## src/rtl/muldiv_unit_pkg.sv

```systemverilog
// Shared definitions for the multiply/divide unit: decoded ALU op codes,
// FSM state encoding, divider iteration count and op-class helpers.
// No logic, no latency, no backpressure.
package muldiv_unit_pkg;

    localparam int ALU_OP_W  = 16;
    localparam int DIV_ITERS = 32;
    localparam int ITER_W    = 6;

    // Decoded (one-hot) ALU operations as produced by the decoder.
    localparam logic [ALU_OP_W-1:0] ALU_ADD    = 16'h0001;
    localparam logic [ALU_OP_W-1:0] ALU_SUB    = 16'h0002;
    localparam logic [ALU_OP_W-1:0] ALU_AND    = 16'h0004;
    localparam logic [ALU_OP_W-1:0] ALU_OR     = 16'h0008;
    localparam logic [ALU_OP_W-1:0] ALU_MUL    = 16'h0100;
    localparam logic [ALU_OP_W-1:0] ALU_MULH   = 16'h0200;
    localparam logic [ALU_OP_W-1:0] ALU_MULHSU = 16'h0400;
    localparam logic [ALU_OP_W-1:0] ALU_MULHU  = 16'h0800;
    localparam logic [ALU_OP_W-1:0] ALU_DIV    = 16'h1000;
    localparam logic [ALU_OP_W-1:0] ALU_DIVU   = 16'h2000;
    localparam logic [ALU_OP_W-1:0] ALU_REM    = 16'h4000;
    localparam logic [ALU_OP_W-1:0] ALU_REMU   = 16'h8000;

    typedef enum logic [2:0] {
        S_IDLE    = 3'd0,
        S_MUL     = 3'd1,
        S_DIV     = 3'd2,
        S_SPECIAL = 3'd3,
        S_FIX     = 3'd4,
        S_DONE    = 3'd5
    } state_t;

    function automatic logic is_mul_op(input logic [ALU_OP_W-1:0] op);
        return op inside {ALU_MUL, ALU_MULH, ALU_MULHSU, ALU_MULHU};
    endfunction

    function automatic logic is_div_op(input logic [ALU_OP_W-1:0] op);
        return op inside {ALU_DIV, ALU_DIVU, ALU_REM, ALU_REMU};
    endfunction

    function automatic logic is_m_op(input logic [ALU_OP_W-1:0] op);
        return is_mul_op(op) || is_div_op(op);
    endfunction

    // Signed divide/remainder: operands are treated as two's complement.
    function automatic logic is_sdiv_op(input logic [ALU_OP_W-1:0] op);
        return op inside {ALU_DIV, ALU_REM};
    endfunction

    function automatic logic is_rem_op(input logic [ALU_OP_W-1:0] op);
        return op inside {ALU_REM, ALU_REMU};
    endfunction

endpackage

```

## src/rtl/muldiv_unit_if.sv

```systemverilog
// Request/response bundle between the pipeline and the multiply/divide unit.
// Pure wiring, no latency.
// No backpressure: master drives start/aluOp/opA/opB, slave answers busy/stall/done/result.
interface muldiv_unit_if;
    logic                                 start;
    logic [muldiv_unit_pkg::ALU_OP_W-1:0] aluOp;
    logic [31:0]                          opA;
    logic [31:0]                          opB;
    logic                                 busy;
    logic                                 stall;
    logic                                 done;
    logic [31:0]                          result;

    modport master (
        output start, aluOp, opA, opB,
        input  busy, stall, done, result
    );

    modport slave (
        input  start, aluOp, opA, opB,
        output busy, stall, done, result
    );
endinterface

```

## src/rtl/muldiv_unit_div_iter.sv

```systemverilog
// Restoring divider core: one quotient bit per cycle, MSB first, on unsigned magnitudes.
// Latency: 32 step cycles after load; last is high during the final step.
// No backpressure: steps only when step is asserted, load wins over step.
// Ports: clk, rst; load/dividend/divisor start a division; step advances one bit;
//        quotient/remainder hold the unsigned result; last flags the 32nd step.
module div_iter
    import muldiv_unit_pkg::*;
(
    input  logic        clk,
    input  logic        rst,
    input  logic        load,
    input  logic        step,
    input  logic [31:0] dividend,
    input  logic [31:0] divisor,
    output logic [31:0] quotient,
    output logic [31:0] remainder,
    output logic        last
);

    logic [31:0]       rem_q;
    logic [31:0]       quo_q;   // starts as the dividend, fills with quotient bits from the LSB
    logic [31:0]       dvs_q;
    logic [ITER_W-1:0] cnt_q;
    logic [32:0]       trial;
    logic [32:0]       diff;

    // trial < 2*divisor, so a 33-bit subtract suffices; bit 32 is the borrow.
    assign trial = {rem_q, quo_q[31]};
    assign diff  = trial - {1'b0, dvs_q};

    always_ff @(posedge clk or posedge rst) begin
        if (rst) begin
            rem_q <= '0;
            quo_q <= '0;
            dvs_q <= '0;
            cnt_q <= '0;
        end else if (load) begin
            rem_q <= '0;
            quo_q <= dividend;
            dvs_q <= divisor;
            cnt_q <= '0;
        end else if (step) begin
            rem_q <= diff[32] ? trial[31:0] : diff[31:0];
            quo_q <= {quo_q[30:0], ~diff[32]};
            cnt_q <= cnt_q + 1'b1;
        end
    end

    assign quotient  = quo_q;
    assign remainder = rem_q;
    assign last      = (cnt_q == ITER_W'(DIV_ITERS - 1));

endmodule

```

## src/rtl/muldiv_unit.sv

```systemverilog
// RISC-V M-extension multiply/divide unit with a single-cycle multiplier and iterative divider.
// Latency from accepting edge to done: multiply/special 2 edges, divide 34 edges.
// No backpressure on results; holds the pipeline via stall and ignores start unless idle.
// Ports: clk, rst (async, active high); bus (slave) carries start/aluOp/opA/opB in and
//        busy/stall/done/result out.
module muldiv_unit
    import muldiv_unit_pkg::*;
(
    input  logic           clk,
    input  logic           rst,
    muldiv_unit_if.slave   bus
);

    state_t                state_q;
    state_t                state_d;
    logic [ALU_OP_W-1:0]   op_q;
    logic [31:0]           a_q;
    logic [31:0]           b_q;
    logic [31:0]           result_q;

    logic                  accept;
    logic                  special_in;
    logic                  sdiv_in;
    logic [31:0]           a_mag;
    logic [31:0]           b_mag;
    logic                  div_last;
    logic [31:0]           div_quo;
    logic [31:0]           div_rem;

    logic [63:0]           mul_a;
    logic [63:0]           mul_b;
    logic [63:0]           prod;
    logic [31:0]           mul_res;
    logic [31:0]           spec_res;
    logic [31:0]           fix_res;
    logic                  neg_q;
    logic                  neg_r;

    // ---------------- request acceptance ----------------
    assign accept  = bus.start && (state_q == S_IDLE) && is_m_op(bus.aluOp);
    assign sdiv_in = is_sdiv_op(bus.aluOp);

    // Divide by zero and INT_MIN / -1 bypass the iterative divider.
    assign special_in = is_div_op(bus.aluOp) &&
                        ((bus.opB == 32'h0) ||
                         (sdiv_in && bus.opA == 32'h8000_0000 && bus.opB == 32'hFFFF_FFFF));

    // Magnitudes for signed ops; -INT_MIN wraps to 0x80000000, which is the correct magnitude.
    assign a_mag = (sdiv_in && bus.opA[31]) ? -bus.opA : bus.opA;
    assign b_mag = (sdiv_in && bus.opB[31]) ? -bus.opB : bus.opB;

    // ---------------- FSM ----------------
    always_ff @(posedge clk or posedge rst) begin
        if (rst) begin
            state_q <= S_IDLE;
        end else begin
            state_q <= state_d;
        end
    end

    always_comb begin
        state_d   = state_q;
        bus.busy  = 1'b0;
        bus.stall = 1'b0;
        bus.done  = 1'b0;
        case (state_q)
            S_IDLE: begin
                if (accept) begin
                    if (is_mul_op(bus.aluOp)) begin
                        state_d = S_MUL;
                    end else if (special_in) begin
                        state_d = S_SPECIAL;
                    end else begin
                        state_d = S_DIV;
                    end
                end
            end
            S_MUL, S_SPECIAL, S_FIX: begin
                state_d   = S_DONE;
                bus.busy  = 1'b1;
                bus.stall = 1'b1;
            end
            S_DIV: begin
                if (div_last) begin
                    state_d = S_FIX;
                end
                bus.busy  = 1'b1;
                bus.stall = 1'b1;
            end
            S_DONE: begin
                state_d  = S_IDLE;
                bus.busy = 1'b1;
                bus.done = 1'b1;
            end
            default: state_d = S_IDLE;
        endcase
    end

    // ---------------- operand latch ----------------
    always_ff @(posedge clk or posedge rst) begin
        if (rst) begin
            op_q <= '0;
            a_q  <= '0;
            b_q  <= '0;
        end else if (accept) begin
            op_q <= bus.aluOp;
            a_q  <= bus.opA;
            b_q  <= bus.opB;
        end
    end

    // ---------------- divider ----------------
    div_iter u_div_iter (
        .clk       (clk),
        .rst       (rst),
        .load      (accept),
        .step      (state_q == S_DIV),
        .dividend  (a_mag),
        .divisor   (b_mag),
        .quotient  (div_quo),
        .remainder (div_rem),
        .last      (div_last)
    );

    // ---------------- multiply ----------------
    // Sign- or zero-extend to 64 bits; the low 64 bits of the product are then exact
    // for every signedness combination.
    assign mul_a   = {{32{(op_q == ALU_MULH || op_q == ALU_MULHSU) && a_q[31]}}, a_q};
    assign mul_b   = {{32{(op_q == ALU_MULH) && b_q[31]}}, b_q};
    assign prod    = mul_a * mul_b;
    assign mul_res = (op_q == ALU_MUL) ? prod[31:0] : prod[63:32];

    // ---------------- special cases ----------------
    always_comb begin
        spec_res = 32'h0;
        if (b_q == 32'h0) begin
            spec_res = is_rem_op(op_q) ? a_q : 32'hFFFF_FFFF;
        end else begin
            spec_res = is_rem_op(op_q) ? 32'h0 : a_q;
        end
    end

    // ---------------- sign fix-up ----------------
    assign neg_q   = is_sdiv_op(op_q) && (a_q[31] ^ b_q[31]);
    assign neg_r   = is_sdiv_op(op_q) && a_q[31];
    assign fix_res = is_rem_op(op_q) ? (neg_r ? -div_rem : div_rem)
                                     : (neg_q ? -div_quo : div_quo);

    // ---------------- result register ----------------
    always_ff @(posedge clk or posedge rst) begin
        if (rst) begin
            result_q <= '0;
        end else begin
            case (state_q)
                S_MUL:     result_q <= mul_res;
                S_SPECIAL: result_q <= spec_res;
                S_FIX:     result_q <= fix_res;
                default:   result_q <= result_q;
            endcase
        end
    end

    assign bus.result = result_q;

endmodule

```

## src/flat_wrapper.sv

```systemverilog
// flat-port wrapper written by rule: the top's interface ports become plain ports
module muldiv_unit_flat import muldiv_unit_pkg::*;
  (clk, rst, bus_start, bus_aluOp, bus_opA, bus_opB, bus_busy, bus_stall, bus_done, bus_result);
  muldiv_unit_if bus_i ();
  input  logic clk;
  input  logic rst;
  input wire logic [$bits(bus_i.start)-1:0] bus_start;
  input wire logic [$bits(bus_i.aluOp)-1:0] bus_aluOp;
  input wire logic [$bits(bus_i.opA)-1:0] bus_opA;
  input wire logic [$bits(bus_i.opB)-1:0] bus_opB;
  output wire logic [$bits(bus_i.busy)-1:0] bus_busy;
  output wire logic [$bits(bus_i.stall)-1:0] bus_stall;
  output wire logic [$bits(bus_i.done)-1:0] bus_done;
  output wire logic [$bits(bus_i.result)-1:0] bus_result;
  assign bus_i.start = bus_start;
  assign bus_i.aluOp = bus_aluOp;
  assign bus_i.opA = bus_opA;
  assign bus_i.opB = bus_opB;
  assign bus_busy = bus_i.busy;
  assign bus_stall = bus_i.stall;
  assign bus_done = bus_i.done;
  assign bus_result = bus_i.result;
  muldiv_unit u_core (.clk(clk), .rst(rst), .bus(bus_i));
endmodule
```

## config.mk

```make
export PLATFORM = sky130hd
export DESIGN_NAME = muldiv_unit_flat
export DESIGN_NICKNAME = d
export VERILOG_FILES = /design/src/rtl/muldiv_unit_pkg.sv /design/src/rtl/muldiv_unit_if.sv /design/src/rtl/muldiv_unit_div_iter.sv /design/src/rtl/muldiv_unit.sv /design/src/flat_wrapper.sv
export SDC_FILE = /design/constraint.sdc
export NUM_CORES = 2
export LEC_CHECK = 0
export ABC_CLOCK_PERIOD_IN_PS = 11430
export BUFFER_PORTS_ARGS = -buffer_cell sky130_fd_sc_hd__buf_2
export CAP_MARGIN = 10
export CORE_ASPECT_RATIO = 1.2
export CORE_MARGIN = 1.5
export CORE_UTILIZATION = 67
export CTS_BUF_LIST = sky130_fd_sc_hd__clkbuf_16
export CTS_CLUSTER_DIAMETER = 50
export DETAILED_ROUTE_END_ITERATION = 16
export GPL_TIMING_DRIVEN = 0
export HOLD_SLACK_MARGIN = 0.15
export PLACE_DENSITY = 0.84
export SLEW_MARGIN = 20
export SYNTH_ARGS = -nofsm -noshare
export SYNTH_HDL_FRONTEND = slang
export SYNTH_SLANG_ARGS = --single-unit
```

## constraint.sdc

```tcl
create_clock -name clk -period 11.43 [get_ports clk]
set_clock_uncertainty 0.05 [all_clocks]
set_input_delay 1.143 -clock clk [delete_from_list [all_inputs] [get_ports clk]]
set_output_delay 1.143 -clock clk [all_outputs]
set_load 0.02 [all_outputs]
```

# ---- Yosys cells after proc, flatten, opt, wreduce, memory -nomap -nowiden
# Cells that the tools add are included.
dict set report classes {
  add_sub_neg 6
  multipliers 1
  eq_ne 24
  mux 25
  n_bitwise 2
  n_reduce_logical 28
}
# operator count
set op_table {}
lappend op_table {{32-bit 2-to-1 mux} 14}
lappend op_table {{32-bit negation} 4}
lappend op_table {{32-bit case mux with 3 select lines} 1}
lappend op_table {{32-bit == test, second input constant} 2}
lappend op_table {{32-bit zero test} 2}
lappend op_table {{33-bit by 33-bit multiplier with 64-bit output} 1}
lappend op_table {{33-bit by 32-bit subtractor with 33-bit output} 1}
lappend op_table {{16-bit by 10-bit == test with 1-bit output, second input constant} 2}
lappend op_table {{16-bit by 11-bit == test with 1-bit output, second input constant} 2}
lappend op_table {{16-bit by 13-bit == test with 1-bit output, second input constant} 2}
lappend op_table {{16-bit by 15-bit == test with 1-bit output, second input constant} 2}
lappend op_table {{16-bit == test, second input constant} 2}
lappend op_table {{16-bit by 9-bit == test with 1-bit output, second input constant} 2}
lappend op_table {{16-bit by 12-bit == test with 1-bit output, second input constant} 1}
lappend op_table {{16-bit by 14-bit == test with 1-bit output, second input constant} 1}
lappend op_table {{6-bit 2-to-1 mux} 2}
lappend op_table {{1-bit logical AND} 11}
lappend op_table {{3-bit 2-to-1 mux} 3}
lappend op_table {{3-bit case mux with 3 select lines} 1}
lappend op_table {{2-bit nonzero test} 4}
lappend op_table {{4-bit nonzero test} 2}
lappend op_table {{6-bit by 1-bit adder with 6-bit output, second input constant} 1}
lappend op_table {{3-bit by 2-bit == test with 1-bit output, second input constant} 2}
lappend op_table {{3-bit == test, second input constant} 2}
lappend op_table {{13 further kinds} 19}
dict set report word_totals {
  regBits 217
  input_bits 83
  wordCells 95
}

# ---- Logic depth before layout (Yosys ltp)
dict set report logic_depth {
  word_depth 10
  mapped_depth 35
}

# ---- Hierarchy
# A second synthesis with hierarchy kept.
dict set report hier_totals {
  hier_cells 6159
  area_unflattened_um2 53211.0
}
# module n_inst cells_each area_per_inst_um2
set modules_own_cells {}
lappend modules_own_cells {muldiv_unit 1 5400 46684.8}
lappend modules_own_cells {div_iter 1 759 6526.3}

# ---- Worst setup path after synthesis
# No wires, ideal clock.
dict set report synth_timing {
  path_kind {register to register}
  startpoint {register u_core.op_q[15]}
  endpoint {register u_core.result_q[31] (netlist: u_core.bus.result[31])}
  setup_time_ps 127
  arrival_ps 9150
  t_required_ps 11253
  setup_slack_ps 2103
  path_stages_with_launch 33
  path_buffers 3
  synth_period_minus_slack_ps 9327
  cell_sequence {dfrtp_1 -> or4_1 -> or3_1 -> nor2_1 -> and3_1 -> clkbuf_1 -> clkbuf_1 -> nand2_1 -> fa_1 -> fa_1 -> inv_1 -> fa_1 -> inv_1 -> fa_1 -> inv_1 -> fa_1 -> fa_1 -> fa_1 -> inv_1 -> fa_1 -> inv_1 -> ha_1 -> clkbuf_1 -> a21oi_1 -> nor2_1 -> o21ai_0 -> o2bb2ai_1 -> o2111ai_1 -> a211o_1 -> a41oi_1 -> xnor2_1 -> a221oi_1 -> nor2_1}
}
dict set report synth_via {
  elab_chain_len 6
}
# element line
set synth_rtl {}
lappend synth_rtl {{start: declaration} muldiv_unit.sv:16} ;# logic [ALU_OP_W-1:0] op_q;
lappend synth_rtl {{start signal: assignment} muldiv_unit.sv:106} ;# op_q <= bus.aluOp;
lappend synth_rtl {{16-bit by 10-bit == test with 1-bit output, or another cell as far along} {muldiv_unit.sv:128, muldiv_unit.sv:129}}
lappend synth_rtl {{1-bit logical OR / 2-bit nonzero test (equally long branches)} {muldiv_unit.sv:128, muldiv_unit_pkg.sv:47}}
lappend synth_rtl {{1-bit logical AND, on equally long branches} {muldiv_unit.sv:128, muldiv_unit.sv:144, muldiv_unit.sv:145}}
lappend synth_rtl {{33-bit by 33-bit multiplier with 64-bit output, or another cell as far along} muldiv_unit.sv:130} ;# assign prod = mul_a * mul_b;
lappend synth_rtl {{32-bit 2-to-1 mux, on equally long branches} {muldiv_unit.sv:131, muldiv_unit.sv:146}}
lappend synth_rtl {{32-bit case mux with 3 select lines *} muldiv_unit.sv:154} ;# case (state_q)
lappend synth_rtl {{end signal: assignment} muldiv_unit.sv:155} ;# S_MUL: result_q <= mul_res;
lappend synth_rtl {{end signal: assignment} muldiv_unit.sv:156} ;# S_SPECIAL: result_q <= spec_res;
lappend synth_rtl {{end signal: assignment} muldiv_unit.sv:157} ;# S_FIX: result_q <= fix_res;
lappend synth_rtl {{end: declaration} muldiv_unit.sv:19} ;# logic [31:0] result_q;
# Every way passes the cells marked *; elsewhere a longest branch is shown, timed or not.
# A chain may end at the register's enable or synchronous reset.

# ---- Final worst setup path
dict set report layout_timing {
  startpoint {register u_core.op_q[14]}
  endpoint {register u_core.result_q[31] (netlist: u_core.bus.result[31])}
}
# The elaborated chain is that of the path after synthesis.

==> metrics.md <==
| Metric | Value |
|---|---|
| Outcome | `complete, no violations` |
| Sum Neg Setup Slack | `0 ns` |
| Critical Path Slowest Stage Cell | `fa_2` |
| DP Cell Count | `between 7000 and 8000` |
| Post-synthesis sequential area ratio | `10.4%` |
| Most frequent cells in the layout | `inv_1 (1224), nand2_1 (1150), fa_1 (1123)` |
| Asr flop ratio synth | `100%` |
| Synth cell types | `82` |
| LEAKAGE | `25.8 nW` |
| Compound-Gate Fraction of Synth Area | `7.59%` |
| Vias per cell | `6.42` |
| Hold-fix buffers, CTS | `0` |
| # DRC | `0` |
| Crit path DAT | `11.44 ns` |
| Worst-path clk slew | `about 0.070 ns` |
| Post-route clock period utilization | `96.8%` |
| Worst endpoint required time | `11.80 ns` |
| Die footprint | `0.0795 mm2` |
| TritonCTS clock tree | `done` |
| IO Count | `118` |
| Total global routing overflow | `0` |
| Total power | `2.70 mW` |
| Worst slew pin tran | `roughly 1.4 ns` |
| Top_reg_cell synth | `dfrtp_1` |
| Worst Setup Start Kind | `register` |
| Worst relative slew slack | `8.27%` |
| Clk Latency, worst-skew pair | `0.57 ns` |
| Max_cap viols | `0` |
| Share of cells above drive strength 1 | `under 10%` |
| Vias in the first global route | `47256` |
| Clk buf depth | `3` |
| Synth-to-Final Area Change | `6.07%` |
| Die extent in y | `308 um` |
| Initial core utilization | `68.0%` |
| Core area | `~0.077 mm2` |
| Maximum VDD drop | `0.107 mV` |
| Die Width | `258 um` |
| Mapped Area | `between 0.05 and 0.06 mm2` |
| Power Dens Cells | `48.8 mW/mm2` |
| Worst path max stage delay | `0.79 ns` |
| Max-slew violations | `0` |
| Warning count from the yosys run | `0` |
| First-pass iteration count of the detailed router | `7` |
| IO Port Bufs | `113` |
| Post-DP HPWL | `168000 um` |
| Flop-to-flop setup slack | `0.36 ns` |
| Worst Hold Class | `reg -> reg` |
| Worst Hold Slack | `0.433 ns` |
| Routed met3 length | `roughly 30000 um` |
| Row count | `111` |
| Net Count, Synth | `7461` |
| Unrepaired setup endpoints after global routing | `false` |
| Avg Inst Size Synth | `8.68 um2` |
| First-pass GRT wire length | `306000 um` |
| Clock H-tree levels | `1` |
| Avg WL per Cell | `29.0 um` |
| Post-Syn Instances | `6001` |
| Final Critical Period | `11.07 ns` |
| Setup violators final | `0` |
| Final hold violations | `0` |
| Top layer in use | `met5` |
| Post-Route WL | `~210000 um` |
| CP most frequent cell | `fa_1` |
| Synth Area in Adders | `49.3%` |
| Initial DRC Count | `5418` |
| Vias | `46416` |
| Post-Synth Simple-Gate Area | `16.8%` |
| Finished Core Util | `72.1%` |
| Met2 routed wirelength | `88900 um` |
| Crit. End Element | `register` |
| Largest family of logic cells by synthesized area | `adder cells` |
| Initial antenna violation count | `32` |
| Largest net degree at the start of global routing | `93` |
| Fmax | `90.4 MHz` |
| Total track usage | `a little over half` |
| WS Path Type | `reg -> reg` |
| Number of nets in the layout | `roughly 7600` |
| Clk root buf | `clkbuf_16` |
| M1 WL | `64400 um` |
| Max FO, Critical Path | `10` |
| Layout Cells excl Fill | `7235` |
| # fillers | `5972` |
| Final ANT Viol Nets | `0` |
| TritonCTS Buffers | `24` |
| Register bit total from synthesis | `approximately 220` |
| Mux contribution to synthesized area | `less than 1%` |
| XOR/XNOR share of the synthesized area | `3.77%` |
| Most common library cell in the layout ignoring fill and taps | `inv_1` |
| Num Clock Sinks | `~220` |
| EDFF count, synth | `0` |
| RD Place Congestion | `1.11` |
## kinds of logic (layout without fill, tap and decap cells)
logic type	Yosys count	in the layout
AND/OR/NAND/NOR	1935	1935
buffers and inverters	1592	1770
adder cells (fa/ha/maj)	1378	1378
flip-flops	216	216
XOR/XNOR	224	224
AO/OA/AOI/OAI	623	623
multiplexers	33	33
other	0	39
## power by group
part	switching, mW	internal [mW]
registers	0.0936	0.834
logic	0.626	0.258
clock network	0.376	0.509
total	1.10	1.60
## synth_stat cells, types with 31 or more instances
master | instances | share of area [%]
inv_1 | 1227 | 8.8
nand2_1 | 1150 | 8.3
fa_1 | 1126 | 43
clkbuf_1 | 359 | 2.6
and2_1 | 331 | 4.0
ha_1 | 251 | 6.0
dfrtp_1 | 216 | 10
o21ai_0 | 213 | 2.0
nor2_1 | 175 | 1.3
a21oi_1 | 141 | 1.4
xnor2_1 | 122 | 2.1
xor2_1 | 102 | 1.7
nand3_1 | 59 | 0.57
nor3_1 | 33 | 0.32
mux2i_1 | 32 | 0.61
a31oi_1 | 31 | 0.37
## what timing repair did
item | 4_1_cts | 5_1_grt
buffers inserted | 0 | 15
endpoints found under the setup margin | 3 | 7
resized for setup | 1 | 11
## final timing paths
check | end | start | depth (start not counted)
min in group asynchronous | u_core.u_div_iter.remainder[15]$_DFFE_PP0P_ | rst | 2
hold / removal | u_core.u_div_iter.dvs_q[24]$_DFFE_PP0P_ | u_core.u_div_iter.dvs_q[24]$_DFFE_PP0P_ | 2
max in group asynchronous | u_core.op_q[2]$_DFFE_PP0P_ | rst | 3
hold reg to reg | u_core.u_div_iter.dvs_q[24]$_DFFE_PP0P_ | u_core.u_div_iter.dvs_q[24]$_DFFE_PP0P_ | 2
setup / recovery | u_core.bus.result[31]$_DFFE_PP0N_ | u_core.op_q[14]$_DFFE_PP0P_ | 33
setup reg to reg | u_core.bus.result[31]$_DFFE_PP0N_ | u_core.op_q[14]$_DFFE_PP0P_ | 33
## flip-flops by register name (all words and copies together), names as in the netlist
name	cells
u_core.u_div_iter.remainder	32
u_core.u_div_iter.dvs_q	32
u_core.op_q	16
u_core.u_div_iter.quotient	32
u_core.u_div_iter.cnt_q	6
u_core.state_q	3
u_core.bus.result	32
u_core.b_q	31
u_core.a_q	32
## worst max-delay path, delay by kind of cell, from the launching register on
| family | cells | cell delay [ns] |
|---|---|---|
| buffers and inverters | 9 | 1.64 |
| and+or+nand+nor | 7 | 1.72 |
| xor gates and xnor gates | 1 | 0.18 |
| DFF | 1 | 0.43 |
| adders and majority gates | 9 | 4.89 |
| AOI/OAI and AO/OA | 7 | 2.02 |
## metal layers
| layer | GRT usage (%) | vias to the layer above |
|---|---|---|
| met3 | 20.5 | 1344 |
| li1 | - | 18429 |
| met5 | 0.617 | - |
| met4 | 50.2 | 18 |
| met2 | 79.6 | 3974 |
| met1 | 61.2 | 22651 |
## layout make-up
type | count | area (um2) | share of cell area, %
diodes | 39 | 97.6 | 0.177
plain buffers | 365 | 1420 | 2.57
clock buffers | 24 | 601 | 1.09
clock inverters | 20 | 289 | 0.523
inverters | 1227 | 4620 | 8.36
multi-input cells | 4193 | 40800 | 73.8
flip-flops and latches | 216 | 5410 | 9.78
well taps | 1017 | 1270 | 2.30
repair buffers | 134 | 782 | 1.42
## through the flow
| step | area (um2) | worst slack, ns |
|---|---|---|
| final | 55300 | 0.362 |
| after global routing | 55200 | 0.0282 |
| after detailed placement | 54100 | -0.197 |
| after global placement | 53900 | -0.231 |
| after floorplan | 52100 | 2.10 |
| after CTS | 55000 | 0.0129 |
Note: power is estimated with default switching activity, not from simulation.
